### src/rtl/stack_pkg.sv
// Shared constants and state encoding for the 8-entry stack controller.
// Contents:
//   WIDTH  - default data word width
//   DEPTH  - stack entries (matches the external 8-word RAM)
//   PTR_W  - stack pointer width (holds 0..DEPTH)
//   state_t - occupancy state: EMPTY (sp=0), PARTIAL (1..7), FULL (sp=8)
package stack_pkg;

    localparam int unsigned WIDTH = 16;
    localparam int unsigned DEPTH = 8;
    localparam int unsigned PTR_W = 4;

    typedef enum logic [1:0] {
        EMPTY   = 2'd0,
        PARTIAL = 2'd1,
        FULL    = 2'd2
    } state_t;

endpackage

### src/rtl/stack_ctrl_8.sv
// Stack controller driving an external 8-word combinational-read,
// clocked-write RAM instantiated alongside it one level up.
// Optional feature: define STACK_BYPASS_EN to forward din straight to dout
// on a simultaneous push+pop while the stack is empty.
// Ports:
//   clk, rst_n         - clock, asynchronous active-low reset
//   clear              - synchronous flush (overrides push/pop)
//   push, pop, din     - requests and push data
//   dout, dout_valid   - registered popped word, one-cycle valid pulse
//   count, full, empty - occupancy
//   ovf, unf           - sticky overflow/underflow flags
//   ram_in, ram_address, ram_load, ram_out - external RAM interface
module stack_ctrl_8
    import stack_pkg::*;
#(
    parameter int unsigned WIDTH = stack_pkg::WIDTH,
    parameter int unsigned DEPTH = stack_pkg::DEPTH
) (
    input  logic             clk,
    input  logic             rst_n,
    input  logic             clear,
    input  logic             push,
    input  logic             pop,
    input  logic [WIDTH-1:0] din,
    output logic [WIDTH-1:0] dout,
    output logic             dout_valid,
    output logic [3:0]       count,
    output logic             full,
    output logic             empty,
    output logic             ovf,
    output logic             unf,
    output logic [WIDTH-1:0] ram_in,
    output logic [2:0]       ram_address,
    output logic             ram_load,
    input  logic [WIDTH-1:0] ram_out
);

    localparam logic [PTR_W-1:0] SP_MAX = PTR_W'(DEPTH);

    logic [PTR_W-1:0] sp, sp_next;
    state_t           state, state_next;
    logic [WIDTH-1:0] dout_next;
    logic             dv_next, ovf_next, unf_next, load;

    always_comb begin
        sp_next     = sp;
        dout_next   = dout;
        dv_next     = 1'b0;
        ovf_next    = ovf;
        unf_next    = unf;
        load        = 1'b0;
        // Idle address points at the top entry; wraps to 7 when empty.
        ram_address = sp[2:0] - 3'd1;

        if (clear) begin
            sp_next  = '0;
            ovf_next = 1'b0;
            unf_next = 1'b0;
        end else begin
            unique case ({push, pop})
                2'b10: begin
                    if (state != FULL) begin
                        ram_address = sp[2:0];
                        load        = 1'b1;
                        sp_next     = sp + PTR_W'(1);
                    end else begin
                        ovf_next = 1'b1;
                    end
                end
                2'b01: begin
                    if (state != EMPTY) begin
                        dout_next = ram_out;
                        dv_next   = 1'b1;
                        sp_next   = sp - PTR_W'(1);
                    end else begin
                        unf_next = 1'b1;
                    end
                end
                2'b11: begin
                    if (state != EMPTY) begin
                        // Replace-top: read old top and overwrite it in the same cycle.
                        load      = 1'b1;
                        dout_next = ram_out;
                        dv_next   = 1'b1;
                    end else begin
`ifdef STACK_BYPASS_EN
                        dout_next = din;
                        dv_next   = 1'b1;
`else
                        ram_address = sp[2:0];
                        load        = 1'b1;
                        sp_next     = sp + PTR_W'(1);
                        unf_next    = 1'b1;
`endif
                    end
                end
                default: ;
            endcase
        end

        if (sp_next == '0)
            state_next = EMPTY;
        else if (sp_next == SP_MAX)
            state_next = FULL;
        else
            state_next = PARTIAL;
    end

    always_ff @(posedge clk or negedge rst_n) begin
        if (!rst_n) begin
            sp         <= '0;
            state      <= EMPTY;
            dout       <= '0;
            dout_valid <= 1'b0;
            ovf        <= 1'b0;
            unf        <= 1'b0;
        end else begin
            sp         <= sp_next;
            state      <= state_next;
            dout       <= dout_next;
            dout_valid <= dv_next;
            ovf        <= ovf_next;
            unf        <= unf_next;
        end
    end

    assign ram_in   = din;
    assign ram_load = load & rst_n;
    assign count    = sp;
    assign empty    = (state == EMPTY);
    assign full     = (state == FULL);

endmodule

### config.mk
export PLATFORM = sky130hd
export DESIGN_NAME = stack_ctrl_8
export DESIGN_NICKNAME = d
export VERILOG_FILES = /design/src/rtl/stack_pkg.sv /design/src/rtl/stack_ctrl_8.sv
export SDC_FILE = /design/constraint.sdc
export NUM_CORES = 1
export LEC_CHECK = 0
export CAP_MARGIN = 10
export CELL_PAD_IN_SITES_DETAIL_PLACEMENT = 2
export CELL_PAD_IN_SITES_GLOBAL_PLACEMENT = 2
export CORE_ASPECT_RATIO = 1.1
export CORE_MARGIN = 5
export CORE_UTILIZATION = 20
export CTS_CLUSTER_DIAMETER = 150
export DETAILED_ROUTE_END_ITERATION = 8
export GPL_TIMING_DRIVEN = 0
export PLACE_DENSITY_LB_ADDON = 0.25
export SLEW_MARGIN = 10
export SYNTH_ARGS = -nofsm -noshare
export SYNTH_HDL_FRONTEND = slang
export SYNTH_SLANG_ARGS = --single-unit
### constraint.sdc
create_clock -name clk -period 1.6 [get_ports clk]
set_input_delay 0.24 -clock clk [delete_from_list [all_inputs] [get_ports clk]]
set_output_delay 0.24 -clock clk [all_outputs]
set_load 0.005 [all_outputs]
==> key figures <==
Status
  • Status: complete, but fails checks
  • Failing checks: negative setup slack

Cells and area
  • Area growth from synthesis to layout: 86.1%
  • Final antenna diode count: 0
  • Fraction of layout cells with a size suffix above 1: about 47%
  • Core Util, Final: 38.3%
  • Post-layout net count: around 270
  • Final-layout fill cell count: between 700 and 800
  • Post-layout instance count excluding filler cells: about 310

Timing
  • Minimum clock period after layout: approximately 1700 ps
  • Final count of hold timing violations: 0
  • Endpoints failing setup: 7
  • Relative slew margins: between 70 and 80%
  • Worst path setup slack after routing: -98.7 ps
  • Slew Viols, Final: 0
  • Final Cycle Share: 106%
  • Setup repair after global routing missed its margin: yes
  • Least-Margin Pin Slew: 326 ps
  • F_max: between 500 and 600 MHz
  • Clock skew after layout: approximately 4.6 ps

Logic synthesis
  • Mean instance size in the synthesized netlist: between 10 and 15 µm²
  • Proportion of register bits with asynchronous set or reset after synthesis: between 90% and 100%
  • Cell count after synthesis: around 130
  • Synth cell count leaders: dfrtp_1 (25), buf_4 (18), inv_1 (9), mux2_4 (9), nor2_1 (8)
  • Number of distinct library cells after synthesis: 39
  • Total of flip-flops plus latches after synthesis: 25
  • Most instantiated library cell after synthesis: dfrtp_1
  • Share of synthesized area occupied by flip-flops and latches: a little over two fifths
  • Number of enable flip-flop cells after synthesis: 0
  • Share of Yosys cell area claimed by the top area cell type: between 40% and 50%
  • Number of synthesis warnings: 0
  • Library cell with the largest summed area after synthesis: dfrtp_1
  • Top area cells in the synthesized netlist: dfrtp_1 (43%), buf_4 (9.4%), mux2_4 (9.4%)
  • Area of the mapped netlist: between 1000 and 1500 µm²
  • Syn_nets: around 170
  • Predominant post-synthesis flop cell: dfrtp_1

Placement
  • Cells after DPL: ~280
  • Number of buffers inserted by port buffering: 65
  • DP Wirelength: 3860 µm
  • Final Wtd Congestion: a little under 0.8
  • Pre-CTS setup slack: -1100 ps

Setup path
  • Worst-path cell with the longest stage delay: dfrtp_2
  • Worst Path Class, Setup: reg -> reg
  • Required time of the worst setup path: 1790 ps
  • Worst-path cell chain: buf_4 > buf_4 > o21ai_1 > mux2i_1 > a211oi_2 > o211ai_2 > nor3_2
  • Stage delay of the slowest cell on the critical path: ~450 ps
  • Maximum fanout count along the critical path: 3
  • Arrival time at the worst endpoint: about 1900 ps
  • Startpoint types: register
  • Most used cell, CP: buf_4
  • Top Family by Delay on Critical Path: compound AO/OA/AOI/OAI gates
  • Crit. End Element: register
  • Worst Path Buf+Inv: 2

Pwr
  • Largest voltage drop on the vdd net: around 790 µV
  • Cell leakage power: ~1.2 nW
  • Total Power: about 3.8 mW
  • Power density of the placed cells: ~1400 nW/µm²

Global route
  • Global Route Usage Sum: ~12%
  • Initial antenna violation count: 0
  • Met1 capacity usage during global routing: around an eighth
  • Vias in the first global route: ~1600
  • Most used routing layer: met2
  • Pin count of the biggest net entering global routing: 26
  • First-pass GRT wire length: 8800 µm
  • GRT met3 Usage: approximately 3.7%
  • Total gr overflow: 0
  • Met2 Resource Use GR: 23.6%

Die
  • Horizontal extent of the die: a little over 90 µm
  • Starting density of the core: about a fifth
  • Core Box Area: between 7000 and 8000 µm²
  • Die Footprint: between 9000 and 10000 µm²
  • Die Height: ~100 µm
  • I/O pins: 82
  • Number of cell rows: 32

Run
  • Count of max-cap constraint violations: 0

Clock tree
  • Clock tree from TritonCTS: done
  • Worst-path clk slew: approximately 80 ps
  • Clock buffer count from CTS: 3
  • Maximum level of the CTS H-tree: 1
  • Insertion delay of the later-clocked pin in the worst-skew pair: roughly 270 ps
  • Clock tree buffer depth: 2
  • Number of clock sinks: 25
  • Root buffer cell: clkbuf_8

Min path
  • Worst hold path class: reg -> reg

Routing
  • Vias: around 1400
  • Detailed-routing iteration count for the pre-antenna-repair pass: 3
  • Count of nets left with antenna violations after detail routing: 0
  • Avg Vias per Cell: around 4.4
  • Number of DRC markers in iteration 0: 7
  • Wire per inst: ~18 µm
  • Count of unresolved DRC violations after routing: 0
  • Total Wirelength: 5780 µm
==> power breakdown <==
part / switching [mW] / internal [mW] / total [mW] / leakage, nW
combinational: 0.844 / 1.48 / 2.32 / 0.880
sequential: 0.206 / 0.897 / 1.10 / 0.302
clock: 0.194 / 0.178 / 0.372 / 0.0228
==> repair_timing <==
action                     4_1_cts  5_1_grt
hold endpoints to repair        25        0
resized for setup               67       11
hold buffers                     2        0
pin swaps                       12        7
setup buffers                   22       10
setup endpoints to repair       27       26
==> through the flow <==
step | hold WS (ps) | area, µm² | setup TNS, ps
floorplan | -55.6 | 1440 | 0
global placement | 492 | 2200 | -12630
detailed placement | 499 | 2200 | -16090
CTS | 518 | 2590 | -529
global route | 540 | 2680 | -1280
finish | 510 | 2680 | -416
==> path summary, 6_finish.rpt <==
kind / startpoint / end / slack, ps / depth (start not counted)
hold / removal: ovf / ovf / 510 / 2
max in group asynchronous: rst_n / state[1] / 900 / 3
setup / recovery: state[1] / state[1] / -100 / 7
min in group asynchronous: rst_n / dout[4] / 540 / 3
hold reg to reg: ovf / ovf / 510 / 2
setup reg to reg: state[1] / state[1] / -100 / 7
==> logic make-up after synthesis <==
logic type	synth area share, %
buffers and inverters	14.1
AND/OR/NAND/NOR	11.4
flip-flops	43.4
AO/OA/AOI/OAI	10.6
multiplexers	17.6
XOR/XNOR	1.22
adder cells (fa/ha/maj)	1.74
==> per-layer routing <==
metal  vias to the layer above  part of all wire [%]  wire length, µm
li1                        633                     -                -
met1                       688                    34             1990
met2                        53                    57             3290
met3                         5                   7.4              429
met4                         0                   1.1               61
met5                         -                     0                0
==> worst min-delay path, stage by stage (launching register included) <==
cell and delay, ps:
dfrtp_1 350, a21oi_1 40, nor2_1 80
==> cell usage in the layout, fill, tap and decap left out, drive strengths merged, types with 2 or more instances in the layout <==
master,instances
mux2i,4
dfrtp,25
o21ai,5
nor3,5
nand3,2
a21oi,3
ha,2
nor2b,3
clkbuf,6
nand2,2
xnor2,2
nor2,8
o211ai,3
inv,11
mux2,16
o41ai,2
clkdlybuf4s50,53
buf,57
dlygate4sd2,4
==> registers in the layout, summed over array words and instances (netlist names) <==
name and cells:
dout 16, count 4, state 2, dout_valid 1, ovf 1, unf 1
==> area by class of cell <==
cell class | count | area (µm²) | area share [%]
timing repair buffer | 98 | 927 | 34.6
multi-input combinational | 71 | 742 | 27.7
sequential | 25 | 632 | 23.6
buffer | 20 | 176 | 6.58
tap | 85 | 106 | 3.96
inverter | 11 | 53.8 | 2.01
clock buffer | 4 | 45.0 | 1.68
(Power assumes the default switching activity.)
